`src/rtl/seq_signed_multiplier.sv`:
```
`default_nettype none
// ============================================================================
// Module      : seq_signed_multiplier
// Description : Radix-2 shift-add signed multiplier with start/busy/done
//               handshake. Optional macro SATURATE_EN clamps prod on overflow.
// Revision    : 1.0 - initial release
// ============================================================================
module seq_signed_multiplier #(
    parameter int WIDTH = 8
) (
    input  logic                 clk,
    input  logic                 rst_n,
    input  logic                 start,
    input  logic [WIDTH-1:0]     a,
    input  logic [WIDTH-1:0]     b,
    output logic                 busy,
    output logic                 done,
    output logic [WIDTH-1:0]     prod,
    output logic [2*WIDTH-1:0]   prod_full,
    output logic                 ovf
);

    localparam int                 c_CNT_W    = (WIDTH > 1) ? $clog2(WIDTH) : 1;
    localparam logic [c_CNT_W-1:0] c_CNT_LAST = c_CNT_W'(WIDTH - 1);
`ifdef SATURATE_EN
    localparam logic [WIDTH-1:0]   c_POS_MAX  = {1'b0, {(WIDTH-1){1'b1}}};
    localparam logic [WIDTH-1:0]   c_NEG_MIN  = {1'b1, {(WIDTH-1){1'b0}}};
`endif

    typedef enum logic [1:0] {
        S_IDLE = 2'd0,
        S_MUL  = 2'd1,
        S_FIX  = 2'd2
    } state_t;

    state_t                 r_state;
    state_t                 w_state_next;

    logic [WIDTH-1:0]       r_mag_a;
    logic [WIDTH-1:0]       r_mag_b;
    logic                   r_sign;
    logic [2*WIDTH-1:0]     r_acc;
    logic [c_CNT_W-1:0]     r_cnt;
    logic                   r_done;
    logic [WIDTH-1:0]       r_prod;
    logic [2*WIDTH-1:0]     r_prod_full;
    logic                   r_ovf;

    logic                   w_start_accept;
    logic [WIDTH-1:0]       w_mag_a;
    logic [WIDTH-1:0]       w_mag_b;
    logic [2*WIDTH-1:0]     w_addend;
    logic [2*WIDTH-1:0]     w_full;
    logic [WIDTH:0]         w_upper;
    logic                   w_ovf;
    logic [WIDTH-1:0]       w_prod;

    assign w_start_accept = (r_state == S_IDLE) && start;

    // The most negative operand maps to 2^(WIDTH-1), which fits unsigned.
    assign w_mag_a  = a[WIDTH-1] ? (~a + 1'b1) : a;
    assign w_mag_b  = b[WIDTH-1] ? (~b + 1'b1) : b;
    assign w_addend = {{WIDTH{1'b0}}, r_mag_a} << r_cnt;

    assign w_full  = r_sign ? (~r_acc + 1'b1) : r_acc;
    // Product fits WIDTH bits only if the top WIDTH+1 bits are a pure sign run.
    assign w_upper = w_full[2*WIDTH-1:WIDTH-1];
    assign w_ovf   = (w_upper != '0) && (w_upper != '1);

`ifdef SATURATE_EN
    assign w_prod = w_ovf ? (w_full[2*WIDTH-1] ? c_NEG_MIN : c_POS_MAX)
                          : w_full[WIDTH-1:0];
`else
    assign w_prod = w_full[WIDTH-1:0];
`endif

    always_ff @(posedge clk) begin
        if (!rst_n) begin
            r_state <= S_IDLE;
        end else begin
            r_state <= w_state_next;
        end
    end

    always_comb begin
        w_state_next = r_state;
        case (r_state)
            S_IDLE:  if (start) w_state_next = S_MUL;
            S_MUL:   if (r_cnt == c_CNT_LAST) w_state_next = S_FIX;
            S_FIX:   w_state_next = S_IDLE;
            default: w_state_next = S_IDLE;
        endcase
    end

    always_ff @(posedge clk) begin
        if (!rst_n) begin
            r_mag_a     <= '0;
            r_mag_b     <= '0;
            r_sign      <= 1'b0;
            r_acc       <= '0;
            r_cnt       <= '0;
            r_done      <= 1'b0;
            r_prod      <= '0;
            r_prod_full <= '0;
            r_ovf       <= 1'b0;
        end else begin
            r_done <= 1'b0;
            if (w_start_accept) begin
                r_mag_a <= w_mag_a;
                r_mag_b <= w_mag_b;
                r_sign  <= a[WIDTH-1] ^ b[WIDTH-1];
                r_acc   <= '0;
                r_cnt   <= '0;
            end else if (r_state == S_MUL) begin
                if (r_mag_b[r_cnt]) begin
                    r_acc <= r_acc + w_addend;
                end
                r_cnt <= r_cnt + 1'b1;
            end else if (r_state == S_FIX) begin
                r_prod_full <= w_full;
                r_prod      <= w_prod;
                r_ovf       <= w_ovf;
                r_done      <= 1'b1;
            end
        end
    end

    assign busy      = (r_state != S_IDLE);
    assign done      = r_done;
    assign prod      = r_prod;
    assign prod_full = r_prod_full;
    assign ovf       = r_ovf;

endmodule
`default_nettype wire
```
`config.mk`:
```
export PLATFORM = sky130hd
export DESIGN_NAME = seq_signed_multiplier
export DESIGN_NICKNAME = d
export VERILOG_FILES = /design/src/rtl/seq_signed_multiplier.sv
export SDC_FILE = /design/constraint.sdc
export NUM_CORES = 1
export LEC_CHECK = 0
export CAP_MARGIN = 40
export CORE_AREA = 2 2 91 93
export CTS_BUF_LIST = sky130_fd_sc_hd__clkbuf_16
export DETAILED_ROUTE_END_ITERATION = 8
export DIE_AREA = 0 0 93 95
export GPL_ROUTABILITY_DRIVEN = 0
export PLACE_DENSITY = 0.72
export REMOVE_ABC_BUFFERS = 1
export SLEW_MARGIN = 10
export SYNTH_ARGS = -nofsm -noshare
export SYNTH_HDL_FRONTEND = slang
export SYNTH_SLANG_ARGS = --single-unit
```
`constraint.sdc`:
```
create_clock -name clk -period 3 [get_ports clk]
set_input_delay 0.75 -clock clk [delete_from_list [all_inputs] [get_ports clk]]
set_output_delay 0.75 -clock clk [all_outputs]
set_load 0.01 [all_outputs]
```
Yosys cells after proc, flatten, opt, wreduce, memory -nomap -nowiden
Index checks and enable logic that the tools add are counted.
Word-level totals
  flip-flop bits (word level): 64
  logic and storage cells: 49
Operators by class
  reductions and logical operators: 10
  $lt $le $gt $ge: 1
  eq/ne operators: 6
  shift-type cells: 1
  add/subtract/negate cells: 5
  bitwise gates (word level): 7
  muxes and demuxes: 9
Operators with widths (count)
  16-bit by 1-bit adder with 16-bit output, second input constant: 1
  16-bit adder: 1
  8-bit by 1-bit adder with 8-bit output, second input constant: 2
  16-bit two-way mux: 1
  8-bit two-way mux: 2
  16-bit inverter: 1
  8-bit inverter: 2
  8-bit by 3-bit left shift with 16-bit output: 1
  9-bit != test, second input constant: 1
  9-bit nonzero test: 1
  3-bit by 4-bit < comparator with 1-bit output, second input constant: 1
  2-bit two-way mux: 2
  2-bit != test, second input constant: 2
  2-bit one-hot mux with 2 select lines: 1
  2-bit AND reduction: 2
  3-bit by 1-bit adder with 3-bit output, second input constant: 1
  1-bit binary-select mux with 3-bit select: 1
  3-bit equality test, second input constant: 1
  1-bit inverter: 3
  3-bit AND reduction: 1
  3-bit OR reduction: 1
  2-bit by 1-bit equality test with 1-bit output, second input constant: 1
  2-bit equality test, second input constant: 1
  1-bit logical AND: 2
  other kinds (5): 6

Depth between registers and ports, before layout
Gate-level depths: netlist of the first run.
  depth in word-level cells: 5
  gate-level depth with buffers: 15

Worst setup path after synthesis of the first run
No wires, ideal clock.
  path type: reg2reg
  from: register r_cnt[0]
  to: register r_acc[8]
  path buffers: 2
  library setup time: 128 ps
  clock period less this slack: 3066 ps
  data required time: 2872 ps
  stages on the path, launching flop included: 14
  data arrival time: 2939 ps
  path slack: -66 ps
  path through: dfxtp_1 > buf_2 > buf_1 > nand2b_1 > nor3_1 > ha_1 > fa_1 > a211o_1 > a21o_1 > a2111oi_0 > nor3_1 > xor2_1 > mux2i_1 > nor2_1
Between the ends
  cells in the longest elaborated chain, start to end: 3
  elaborated cells between the ends (all ways): 5
RTL lines
  start, declared: RTL line 43  | logic [c_CNT_W-1:0] r_cnt;
  start signal, assigned: RTL line 118  | r_cnt <= r_cnt + 1'b1;
  branches (longest 3 deep; another with 16-bit adder)
  end signal, assigned: RTL line 116  | r_acc <= r_acc + w_addend;
  end, declared: RTL line 42  | logic [2*WIDTH-1:0] r_acc;
Parallel ways; which one is timed is not known. The select of a mux whose other input is x is not followed.
A chain may end at the register's enable or synchronous reset.

Final worst setup path of the first run
  from: register r_cnt[1]
  to: register r_acc[13]
Same word-level chain as after synthesis.

==> results of run 1 <==
## what timing repair did
item / 4_1_cts / 5_1_grt
buffers inserted: 0 / 1
hold buffers: 0 / 0
setup endpoints to repair: 0 / 5
gates resized for setup: 0 / 8
## per-stage QoR
stage                     instances  hold WS, ps  setup WS, ps  area [um2]
after CTS                       623          460          97.1        4540
after global routing            624          478         -58.5        4570
after detailed placement        615          452           111        4400
final                           624          457           123        4570
after floorplan                 447          429          21.9        3680
after global placement          615          441           218        4400
## per-layer routing
layer	wire length (um)	global-route usage	vias up	part of all wire
li1	-	-	1794	-
met1	3730	0.226	1577	0.45
met2	4140	0.375	71	0.50
met3	267	0.0295	14	0.032
met4	157	0.0650	0	0.019
met5	0	0	-	0
## synthesized netlist by cell type, types with 3 or more instances
cell       n
a21oi_1   19
xnor2_1   16
mux2i_1   19
a211oi_1  27
nand2b_1   9
or3_1      4
nand3_1    8
nand4_1    3
ha_1      20
nor2b_1    7
inv_1     10
nand4b_1   3
mux2_2     5
o21ai_0   13
o21a_1     4
clkbuf_1  21
a211o_1    4
o31ai_1    9
nor3_1    10
nand2_1   56
o211ai_1   8
and2_1     3
nor2_1    62
nor4_1     5
buf_1      4
and3_1     4
xor2_1    23
buf_2      5
dfxtp_1   56
a21o_1     8
o22ai_1    8
buf_4     11
## cell usage in the layout (no fill, tap or decap), types with 4 or more instances in the layout
master,n
a211o_1,4
a211oi_1,27
a21o_1,8
a21oi_1,18
and3_1,4
buf_4,19
clkbuf_16,5
clkdlybuf4s50_1,45
dfxtp_1,56
ha_1,19
inv_1,10
mux2_2,5
mux2i_1,17
nand2_1,56
nand2b_1,9
nand3_1,8
nor2_1,62
nor2b_1,6
nor3_1,10
nor4_1,5
o211ai_1,8
o21a_1,4
o21ai_0,12
o22ai_1,8
o31ai_1,8
or3_1,4
xnor2_1,16
xor2_1,23
## sequential cells by signal (all words and copies together) (netlist names)
| register | count |
|---|---|
| done | 1 |
| ovf | 1 |
| prod | 7 |
| prod_full | 9 |
| r_acc | 16 |
| r_cnt | 3 |
| r_mag_a | 8 |
| r_mag_b | 8 |
| r_sign | 1 |
| r_state | 2 |
## power by group through the flow
stage	sequential [uW]	clock [uW]	combinational [uW]
2_1_floorplan	802	0	154
6_report	780	582	262
3_5_place_dp	796	0	256
4_1_cts	779	595	257
5_1_grt	783	618	290
3_3_place_gp	796	0	249
## kinds of logic after synthesis
group,Yosys count,synth area share
simple gates,182,0.219
buf+inv,52,0.0626
compound gates,112,0.197
flops,56,0.289
mux,26,0.0751
fa+ha+maj,21,0.0697
xor+xnor,39,0.0880
## layout make-up
cell class,instances,area share
Multi-Input combinational cell,380,0.556
Sequential cell,56,0.245
Timing Repair Buffer,64,0.130
Tap cell,105,0.0287
Clock buffer,5,0.0274
Inverter,11,0.00903
Clock inverter,3,0.00383
## path summary, 6_finish.rpt
kind                                  from    endpoint  slack, ps  cells past startpoint
worst min register to register  r_mag_b[7]  r_mag_b[7]        460                      2
worst max-delay path              r_cnt[1]   r_acc[13]        120                     12
worst max register to register    r_cnt[1]   r_acc[13]        120                     12
worst min-delay path            r_mag_b[7]  r_mag_b[7]        460                      2
## worst max-delay path, delay by kind of cell, from the launching register on
family	cells	cell delay (ps)
AOI/OAI and AO/OA	4	750
xor gates and xnor gates	1	80
adders and majority gates	1	420
buffers and inverters	1	200
DFF	1	400
muxes	2	460
and+or+nand+nor	3	470
==> results_dict.tcl, run 1 <==
set metrics [dict create \
    die_x_um 93 \
    drc 0 \
    grt_use_total 0.198 \
    synthTopCellsByArea "dfxtp_1 29%, ha_1 6.4%, nor2_1 6.0%, nand2_1 5.4%, a211oi_1 5.2%" \
    hold_class "reg -> reg" \
    via_per_inst 5.54 \
    crit_type "reg -> reg" \
    synthesis.area_mm2 0.00388 \
    yosysTopAreaCell "dfxtp_1" \
    synth_top_area_frac 0.289 \
    finalMaxSlewViolations 0 \
    num_rows 33 \
    relSlewSlack 0.687 \
    netlist-cell-type-count 50 \
    skew_ps 6.20 \
    rsz0062_at_grt "yes" \
    initialDrtViolationCount 137 \
    hold_violations 0 \
    pwr-share-seq 0.480 \
    cts_root_buffer "clkbuf_16" \
    area_delta_synth_final_pct 17.9 \
    die_h_um 95 \
    end_kind "flop" \
    status "completed" \
    first_pass_iters 4 \
    crit_fanout 6 \
    fin_setup_tns_ps 0 \
    cp_slowest_cell "ha_2" \
    grt_pass1_vias 3210 \
    p_int_uw 1190 \
    antenna_found_initial 0 \
    grt-ovfl-total 0 \
    utilization 0.577 \
    totalWireLength_um 8290 \
    drive_gt1_frac 0.0829 \
    switchingPower_uw 433 \
    diodes 0 \
    coreArea_mm2 0.00793 \
    vias 3456 \
    clk_latency_ps 290 \
    arrival_ps 3070 \
    seq_area_mm2 0.00112 \
    ir_worst_vdd_uv 187 \
    wl_per_cell_um 13.3 \
    clk_pin_slew_ps 70 \
    clockPowerShare 0.358 \
    p_per_area_mw_per_mm2 355 \
    required_ps 3190 \
    n_fill_cell 736 \
    tightest_slew_ps 468 \
    clock_path_buffers 2 \
    io_pins 46 \
    grt_pass1_wl_um 14300 \
    die_area_mm2 0.00884 \
    numCtsBuffers 5 \
    crit_path_max_incr_delay_ps 420 \
    final_nets 558 \
    switching_share 0.267 \
    synthArstFlopShare 0 \
    cts_tree "yes" \
    p_comb_frac 0.161 \
    htreeDepth 2 \
    place_hpwl_um 6320 \
    ys_warn_count 0 \
    multi_input_area_mm2 0.00254 \
    crit_chain "buf_4, mux2i_2, mux2_2, o22ai_1, ha_2, and3_1, nand3_1, o2111ai_1, nand2_1, o21ai_1, xnor2_1, a31o_2" \
    cp-start-kind "flop" \
    postRouteAntennaNets 0 \
    io_buffers 45 \
    totalPowerFinal_uw 1620 \
    ys_ff_latch 56 \
    cap_violations 0 \
    period_share 0.959 \
    cts.sinks 56 \
    seq_area_frac_synth 0.289 \
    syn_inst 488 \
    start_util 0.489 \
    fmax_ghz 0.348 \
    finalSetupViolations 0 \
    syn_area_per_cell_um2 7.95 \
    period_minus_slack_ps 2880 \
    synthFlopType "dfxtp_1" \
    synth_edf_count 0 \
    grt_max_degree 35 \
    leakage_uw 0.00179 \
]
No activity file was read; power rests on OpenSTA's default activity.
==> inputs of run 2 (changes only) <==
--- a/config.mk
+++ b/config.mk
@@ -5,7 +5,6 @@
 export SDC_FILE = /design/constraint.sdc
 export NUM_CORES = 1
 export LEC_CHECK = 0
-export CAP_MARGIN = 40
 export CORE_AREA = 2 2 91 93
 export CTS_BUF_LIST = sky130_fd_sc_hd__clkbuf_16
 export DETAILED_ROUTE_END_ITERATION = 8
==> results of run 2 <==
No change in the layout: final DEF, timing and power equal those of run 1.
